===== config.mk =====
export PLATFORM = sky130hd
export DESIGN_NAME = sa_weight_addr_gen_flat
export DESIGN_NICKNAME = d
export VERILOG_FILES = /design/src/rtl/sa_weight_addr_gen_if.sv /design/src/rtl/sa_weight_addr_gen.sv /design/src/flat_wrapper.sv
export SDC_FILE = /design/constraint.sdc
export NUM_CORES = 1
export LEC_CHECK = 0
export ABC_CLOCK_PERIOD_IN_PS = 3640
export BUFFER_PORTS_ARGS = -buffer_cell sky130_fd_sc_hd__buf_2
export CAP_MARGIN = 20
export CORE_MARGIN = 2
export CORE_UTILIZATION = 25
export DETAILED_ROUTE_END_ITERATION = 10
export SKIP_CTS_REPAIR_TIMING = 1
export SYNTH_ARGS = -nofsm -noshare
export SYNTH_HDL_FRONTEND = slang
export SYNTH_SLANG_ARGS = --single-unit

===== constraint.sdc =====
create_clock -name clk -period 3.64 [get_ports clk]
set_input_delay 0.364 -clock clk [delete_from_list [all_inputs] [get_ports clk]]
set_output_delay 0.364 -clock clk [all_outputs]
set_load 0.01 [all_outputs]

===== src/rtl/sa_weight_addr_gen_if.sv =====
// rtl/sa_weight_addr_gen_if.sv - control and address handshake bundle for the weight address generator
interface sa_weight_addr_gen_if #(
    parameter int ADDR_W = 6
);
    logic              start;
    logic              clear;
    logic              transpose;
    logic [ADDR_W-1:0] base_addr;
    logic              ready;
    logic [ADDR_W-1:0] addr;
    logic              addr_valid;
    logic              busy;
    logic              done;

    modport master (
        input  start, clear, transpose, base_addr, ready,
        output addr, addr_valid, busy, done
    );

    modport slave (
        output start, clear, transpose, base_addr, ready,
        input  addr, addr_valid, busy, done
    );
endinterface


===== src/rtl/sa_weight_addr_gen.sv =====
// rtl/sa_weight_addr_gen.sv - sweeps a ROWSxCOLS weight matrix in row- or column-major order
module sa_weight_addr_gen #(
    parameter int ROWS   = 3,
    parameter int COLS   = 3,
    parameter int ADDR_W = 6
) (
    input  logic                 clk,
    input  logic                 reset_n,
    sa_weight_addr_gen_if.master bus
);
    localparam int RW = (ROWS > 1) ? $clog2(ROWS) : 1;
    localparam int CW = (COLS > 1) ? $clog2(COLS) : 1;

    typedef enum logic [1:0] {IDLE, RUN, DONE} state_t;

    state_t            state, state_nxt;
    logic [RW-1:0]     r_cnt, r_nxt;
    logic [CW-1:0]     c_cnt, c_nxt;
    logic [ADDR_W-1:0] base_q, addr_q, offset_nxt;
    logic              trans_q;
    logic              fire, last;

    assign fire = (state == RUN) && bus.ready;
    assign last = (r_cnt == RW'(ROWS - 1)) && (c_cnt == CW'(COLS - 1));

    // Next element position; transpose selects which counter is the fast one.
    always_comb begin
        r_nxt = r_cnt;
        c_nxt = c_cnt;
        if (last) begin
            r_nxt = '0;
            c_nxt = '0;
        end else if (trans_q) begin
            if (r_cnt == RW'(ROWS - 1)) begin
                r_nxt = '0;
                c_nxt = c_cnt + CW'(1);
            end else begin
                r_nxt = r_cnt + RW'(1);
            end
        end else begin
            if (c_cnt == CW'(COLS - 1)) begin
                c_nxt = '0;
                r_nxt = r_cnt + RW'(1);
            end else begin
                c_nxt = c_cnt + CW'(1);
            end
        end
    end

    assign offset_nxt = ADDR_W'(r_nxt) * ADDR_W'(COLS) + ADDR_W'(c_nxt);

    always_ff @(posedge clk or negedge reset_n) begin
        if (!reset_n) begin
            state <= IDLE;
        end else begin
            state <= state_nxt;
        end
    end

    always_comb begin
        state_nxt = state;
        case (state)
            IDLE:    if (bus.start) state_nxt = RUN;
            RUN:     if (fire && last) state_nxt = DONE;
            DONE:    state_nxt = IDLE;
            default: state_nxt = IDLE;
        endcase
        if (bus.clear) begin
            state_nxt = IDLE;
        end
    end

    always_comb begin
        bus.addr       = addr_q;
        bus.addr_valid = 1'b0;
        bus.busy       = 1'b0;
        bus.done       = 1'b0;
        case (state)
            RUN: begin
                bus.addr_valid = 1'b1;
                bus.busy       = 1'b1;
            end
            DONE:    bus.done = 1'b1;
            default: ;
        endcase
    end

    // addr is left untouched on the final acceptance so it holds its last value through IDLE.
    always_ff @(posedge clk or negedge reset_n) begin
        if (!reset_n) begin
            r_cnt   <= '0;
            c_cnt   <= '0;
            base_q  <= '0;
            trans_q <= 1'b0;
            addr_q  <= '0;
        end else if (bus.clear) begin
            r_cnt <= '0;
            c_cnt <= '0;
        end else if (state == IDLE && bus.start) begin
            r_cnt   <= '0;
            c_cnt   <= '0;
            base_q  <= bus.base_addr;
            trans_q <= bus.transpose;
            addr_q  <= bus.base_addr;
        end else if (fire) begin
            r_cnt <= r_nxt;
            c_cnt <= c_nxt;
            if (!last) begin
                addr_q <= base_q + offset_nxt;
            end
        end
    end
endmodule


===== src/flat_wrapper.sv =====
// flat-port wrapper written by rule: the top's interface ports become plain ports
module sa_weight_addr_gen_flat 
#(
    parameter int ROWS   = 3,
    parameter int COLS   = 3,
    parameter int ADDR_W = 6
)
  (clk, reset_n, bus_start, bus_clear, bus_transpose, bus_base_addr, bus_ready, bus_addr, bus_addr_valid, bus_busy, bus_done);
  sa_weight_addr_gen_if #(.ADDR_W(ADDR_W)) bus_i ();
  input  logic clk;
  input  logic reset_n;
  input wire logic [$bits(bus_i.start)-1:0] bus_start;
  input wire logic [$bits(bus_i.clear)-1:0] bus_clear;
  input wire logic [$bits(bus_i.transpose)-1:0] bus_transpose;
  input wire logic [$bits(bus_i.base_addr)-1:0] bus_base_addr;
  input wire logic [$bits(bus_i.ready)-1:0] bus_ready;
  output wire logic [$bits(bus_i.addr)-1:0] bus_addr;
  output wire logic [$bits(bus_i.addr_valid)-1:0] bus_addr_valid;
  output wire logic [$bits(bus_i.busy)-1:0] bus_busy;
  output wire logic [$bits(bus_i.done)-1:0] bus_done;
  assign bus_i.start = bus_start;
  assign bus_i.clear = bus_clear;
  assign bus_i.transpose = bus_transpose;
  assign bus_i.base_addr = bus_base_addr;
  assign bus_i.ready = bus_ready;
  assign bus_addr = bus_i.addr;
  assign bus_addr_valid = bus_i.addr_valid;
  assign bus_busy = bus_i.busy;
  assign bus_done = bus_i.done;
  sa_weight_addr_gen #(.ROWS(ROWS), .COLS(COLS), .ADDR_W(ADDR_W)) u_core (.clk(clk), .reset_n(reset_n), .bus(bus_i));
endmodule

* Word level (Yosys, flattened, before mapping) *
Index checks and enable logic that the tools add are counted.

storage, ports and cells
  register bits after elaboration = 19
  bits of input ports = 12
  output and inout port bits = 9
  logic and storage cells = 52

operators by class
  add/subtract/negate cells = 4
  multiply operators = 1
  eq/ne operators = 7
  multiplexer cells = 23
  bitwise gates (word level) = 1
  reductions and logical operators = 10

operator list
  kind                   number
  $mux W2                17
  $mux W6                3
  $add A6 B6 Y6          1
  $eq A2 B2 Y1 const B   3
  $ne A3 B3 Y1 const B   2
  $add A4 B2 Y5          1
  $add A2 B1 Y2 const B  2
  $logic_and A1 B1 Y1    4
  $mul A2 B2 Y4 const B  1
  $pmux W2 S2            1
  $reduce_and A2 Y1      2
  $reduce_and A3 Y1      1
  $reduce_bool A3 Y1     1
  $eq A2 B1 Y1 const B   1
  $logic_not A2 Y1       1
  $mux W1                2
  $ne A2 B2 Y1 const B   1
  $reduce_bool A2 Y1     1
  $not A1 Y1             1

* Depth between registers and ports, before layout *
  word-level depth = 10
  depth in mapped cells = 17
  gate-level depth less buffers = 16

* Least setup slack after synthesis *
Ideal clock, no wire load.

  path kind = register to register
  start point = register u_core.r_cnt[0]
  end point = register u_core.addr_q[3], in the netlist u_core.bus.addr[3]
  setup time = 0.125 ns
  arrival = 3.085 ns
  required time = 3.515 ns
  path slack = 0.430 ns
  stages on the path, launching flop included = 15
  buffers on the path = 1
  clock period less this slack = 3.210 ns
  cell sequence = dfrtp_1 inv_1 ha_1 buf_6 o21bai_1 a221o_1 xnor2_1 ha_1 ha_1 ha_1 o21bai_1 ha_1 a211oi_1 o21ai_1 mux2_4

on the way
  longest elaborated chain between the ends = 10
  elaborated cells on any way between the ends = 18
  classes of those cells = 3 x add/sub; 1 x mul; 2 x eq/ne; 10 x mux; 2 x reduce/logical

ends and longest elaborated chain
  item                                           line                                                RTL
  start, declared                                sa_weight_addr_gen.sv:17                            logic [RW-1:0] r_cnt, r_nxt;
  start signal, assigned                         sa_weight_addr_gen.sv:106                           r_cnt <= r_nxt;
  $add A2 B1 Y2 or $eq A2 B2 Y1 (tied branches)  --
  $mux W2, on equally long branches              sa_weight_addr_gen.sv:41, sa_weight_addr_gen.sv:34
  $mux W2                                        sa_weight_addr_gen.sv:33                            end else if (trans_q) begin
  $mux W2                                        sa_weight_addr_gen.sv:30                            if (last) begin
  $mul A2 B2 Y4                                  sa_weight_addr_gen.sv:50                            assign offset_nxt = ADDR_W'(r_nxt) * ADDR_W'(COLS) + ADDR_W'(c_nxt);
  $add A4 B2 Y5                                  sa_weight_addr_gen.sv:50
  $add A6 B6 Y6                                  sa_weight_addr_gen.sv:109                           addr_q <= base_q + offset_nxt;
  $mux W6                                        sa_weight_addr_gen.sv:108                           if (!last) begin
  $mux W6                                        sa_weight_addr_gen.sv:105                           end else if (fire) begin
  $mux W6                                        sa_weight_addr_gen.sv:99                            end else if (state == IDLE && bus.start) begin
  end signal, assigned                           sa_weight_addr_gen.sv:104                           addr_q <= bus.base_addr;
  end signal, assigned                           sa_weight_addr_gen.sv:109
  end, declared                                  sa_weight_addr_gen.sv:19                            logic [ADDR_W-1:0] base_q, addr_q, offset_nxt;

Parallel ways exist; a longest one is shown, timed or not. The select of a mux whose other input is x is not followed.
A chain may end at the register's enable or synchronous reset.

* Worst setup path in the final report *
Ends and elaborated chain as after synthesis.

==> implementation parameters <==
Parameter                              Value

Clocking
  Clk_lat worst skew ... 260 ps
  Clock root cell ... sky130_fd_sc_hd__clkbuf_8
  Total number of H-tree levels ... 1
  Clock sink count ... 19
  Clock tree from TritonCTS ... done
  Clk buf depth ... 2
  Clk slew on worst S/H paths ... 80 ps
  Number of buffers created by CTS ... 3

Route
  Detailed-route wire length ... 2750 µm
  Final ANT Viol Nets ... 0
  Via total after detailed routing ... 994
  WL per Instance ... 12.28 µm
  Drt first pass iters ... 4
  Post-route DRC ... 0
  Mean number of vias per cell ... 4.438
  Drt initial violations ... 20

Worst hold path
  Path type of the worst min-delay path ... input pin to asynchronous set/reset pin

Timing
  Final setup margin ... 275.9 ps
  Share of the cycle needed by the critical path after routing ... 92.42%
  Max_slew headroom ... 67.55%
  Setup-violating endpoint count in the final report ... 0
  Achievable clock frequency ... 297.3 MHz
  Pins Over Slew Limit ... 0
  Total negative slack ... 0 ps
  Fin crit period ... 3364 ps
  Final hold violations ... 0
  Measured slew at the worst slew-check pin ... 486.7 ps
  RSZ-0062 raised after global routing ... false
  Clock skew after layout ... 2.552 ps
  Worst Hold Margin ... 39.79 ps

Logic synthesis
  Synthesis-stage register bit count ... 19
  Number of flops mapped to enable cells by yosys ... 0
  Library cell with the largest summed area after synthesis ... sky130_fd_sc_hd__dfrtp_1
  Synth warnings ... 0
  Mean Syn Cell Area ... 10.49 µm²
  Synth top cells by count ... sky130_fd_sc_hd__dfrtp_1 (19), sky130_fd_sc_hd__ha_1 (15), sky130_fd_sc_hd__inv_1 (8), sky130_fd_sc_hd__nand2_1 (8), sky130_fd_sc_hd__a21oi_1 (7)
  Fraction of synthesis flops using an asynchronous set or reset pin ... 100.0%
  Portion of the post-synthesis area used by sequential elements ... 34.33%
  Cell with the most instances after synthesis ... sky130_fd_sc_hd__dfrtp_1
  Number of nets in the synthesized netlist ... 160
  Post-synthesis cell area ... 1385 µm²
  Post-Synthesis Cells ... 132
  Area contributors post-synth ... sky130_fd_sc_hd__dfrtp_1 (34%), sky130_fd_sc_hd__ha_1 (14%), sky130_fd_sc_hd__mux2_4 (5.4%)
  Portion of synthesized cell area occupied by the leading cell type ... 34.33%
  Unique cell type count in the Yosys netlist ... 38
  Top_reg_cell synth ... sky130_fd_sc_hd__dfrtp_1

Cells and area
  Post-route cell area ... 1597 µm²
  P&R area growth vs syn ... 15.27%
  Footprint of the flip-flops and latches ... 475.5 µm²
  Number of fill cells ... 581
  Inserted Diodes ... 0
  Post-layout net count ... 181
  Area used by multi-input combinational logic ... 833.3 µm²
  Share of cells above drive strength 1 ... 27.63%
  Number of non-filler instances in the completed layout ... 224

Place
  Placed wire-length estimate ... 2142 µm
  RePlAce Congestion ... 0.7610
  Post-Place Cells ... 220
  Placement Setup Slack ... 210.4 ps
  Count of input and output buffers ... 20
  Post-placement cell area ... 1549 µm²

Critical path
  Crit path required time ... 3790 ps
  Startpoint-to-endpoint class of the critical path ... register to register
  Kind of start point of the critical path ... register
  Logic depth of the worst register-to-register path ... 13
  Capturing point of the worst reg2reg path ... u_core.bus.addr[3]$_DFFE_PN0P_
  RR Startpoint ... u_core.r_cnt[0]$_DFFE_PN0P_
  Cell-by-cell listing of the critical path ... inv_1, ha_2, o21bai_1, a221o_1, xnor2_1, ha_1, ha_1, ha_1, o21bai_1, ha_1, a211oi_1, o21ai_1, mux2_4
  Slowest cell on the critical path ... sky130_fd_sc_hd__dfrtp_1
  Register-to-register setup slack ... 280 ps
  Arrival time at the worst endpoint ... 3510 ps
  Worst path most repeated cell ... sky130_fd_sc_hd__ha_1
  Crit-path max FO ... 8
  Delay contributed by the slowest stage of the critical path ... 420 ps
  Critical path endpoint category ... register

Floorplan
  Die outline width ... 78.44 µm
  Initial standard-cell utilization of the core ... 25.47%
  Standard-cell row count ... 27
  Overall die height ... 78.44 µm
  Core Area ... 5439 µm²
  Die footprint ... 6152 µm²
  Number of I/O pins ... 21

Global routing
  Wire length of the first global-routing pass ... 4836 µm
  Via count of the first global-routing pass ... 1,009
  Antenna violations before repair ... 0
  Global routing usage on met2 ... 15.69%
  GRT Max-Usage Layer ... met2
  GR Overflow Total ... 0
  Met3 Use GR ... 1.494%
  Largest net degree at the start of global routing ... 20
  Total global-route track usage ... 9.710%
  Met1 track utilization from global routing ... 13.30%

Status
  Outcome ... complete, no violations

Power and ir drop
  Maximum VDD drop ... 0.0002828 V
  Areal power density over the cells ... 545.9 nW/µm²
  Static Leak ... 0.7116 nW

Run
  Number of max-cap violations ... 0
[worst max-delay path: cells and delay by family, from the launching register on]
family / cells / cell delay, ps
AO/OA/AOI/OAI: 5 / 1070
XOR/XNOR: 1 / 160
adder cells (fa/ha/maj): 5 / 1270
buffers and inverters: 1 / 80
flip-flops: 1 / 420
multiplexers: 1 / 260
[worst max-delay path by stage]
| stage | startpoint | end | slack (ps) | depth (start not counted) |
|---|---|---|---|---|
| floorplan | u_core.r_cnt[0]$_DFFE_PN0P_ | u_core.bus.addr[3]$_DFFE_PN0P_ | 430 | 14 |
| global placement | u_core.r_cnt[0]$_DFFE_PN0P_ | u_core.bus.addr[3]$_DFFE_PN0P_ | 250 | 13 |
| detailed placement | u_core.r_cnt[0]$_DFFE_PN0P_ | u_core.bus.addr[3]$_DFFE_PN0P_ | 210 | 13 |
| CTS | u_core.r_cnt[0]$_DFFE_PN0P_ | u_core.bus.addr[3]$_DFFE_PN0P_ | 170 | 13 |
| global route | u_core.r_cnt[0]$_DFFE_PN0P_ | u_core.bus.addr[3]$_DFFE_PN0P_ | 60 | 14 |
| finish | u_core.r_cnt[0]$_DFFE_PN0P_ | u_core.bus.addr[3]$_DFFE_PN0P_ | 280 | 13 |
[placed cells by master (no fill, tap or decap), types with 2 or more instances in the layout]
| cell | n |
|---|---|
| sky130_fd_sc_hd__nand3_1 | 4 |
| sky130_fd_sc_hd__a21o_1 | 3 |
| sky130_fd_sc_hd__mux2_2 | 2 |
| sky130_fd_sc_hd__ha_1 | 14 |
| sky130_fd_sc_hd__nor2b_1 | 3 |
| sky130_fd_sc_hd__dfrtp_1 | 19 |
| sky130_fd_sc_hd__buf_4 | 3 |
| sky130_fd_sc_hd__clkbuf_8 | 3 |
| sky130_fd_sc_hd__a21oi_1 | 7 |
| sky130_fd_sc_hd__nand2_1 | 8 |
| sky130_fd_sc_hd__o211ai_1 | 2 |
| sky130_fd_sc_hd__nor2_1 | 5 |
| sky130_fd_sc_hd__o21ai_0 | 4 |
| sky130_fd_sc_hd__o21ai_1 | 3 |
| sky130_fd_sc_hd__inv_1 | 8 |
| sky130_fd_sc_hd__buf_2 | 20 |
| sky130_fd_sc_hd__mux2_4 | 5 |
| sky130_fd_sc_hd__nor3_1 | 4 |
| sky130_fd_sc_hd__xnor2_1 | 5 |
| sky130_fd_sc_hd__a211oi_1 | 3 |
| sky130_fd_sc_hd__o211ai_2 | 2 |
| sky130_fd_sc_hd__a221oi_1 | 2 |
| sky130_fd_sc_hd__mux2_1 | 5 |
| sky130_fd_sc_hd__o21bai_1 | 2 |
| sky130_fd_sc_hd__nor2_4 | 2 |
[flip-flops by register name, indices dropped and copies added (netlist names)]
name	flops
u_core.base_q	6
u_core.bus.addr	6
u_core.c_cnt	2
u_core.r_cnt	2
u_core.state	2
u_core.trans_q	1
[kinds of logic after synthesis]
family,after synthesis,synth area share [%]
multiplexers,13,11.83
AO/OA/AOI/OAI,30,15.45
buffers and inverters,15,5.691
adder cells (fa/ha/maj),16,15.00
flip-flops,19,34.33
AND/OR/NAND/NOR,34,14.55
XOR/XNOR,5,3.162
[through the flow]
step	power, mW	utilization [%]
after global placement	0.7237	28.48
after floorplan	0.6180	-
after CTS	0.8841	29.31
after global routing	0.9539	29.35
final	0.8715	29.35
after detailed placement	0.7271	28.48
[area by class of cell]
type	count	share of cell area [%]
repair buffers	23	7.680
multi-input cells	98	52.19
well taps	72	5.643
inverters	8	1.881
flip-flops and latches	19	29.78
clock buffers	4	2.821
[layer usage]
metal	part of all wire [%]	routed length, µm
met3	2.4	67
met2	46	1252
met4	1.6	43
met1	50	1386
met5	0	0
[power breakdown]
group | total [mW] | internal [mW] | switching [mW]
sequential | 0.295 | 0.259 | 0.0359
clock | 0.153 | 0.0780 | 0.0747
combinational | 0.424 | 0.216 | 0.208
total | 0.872 | 0.553 | 0.318
Power figures use the tool's default switching activity.
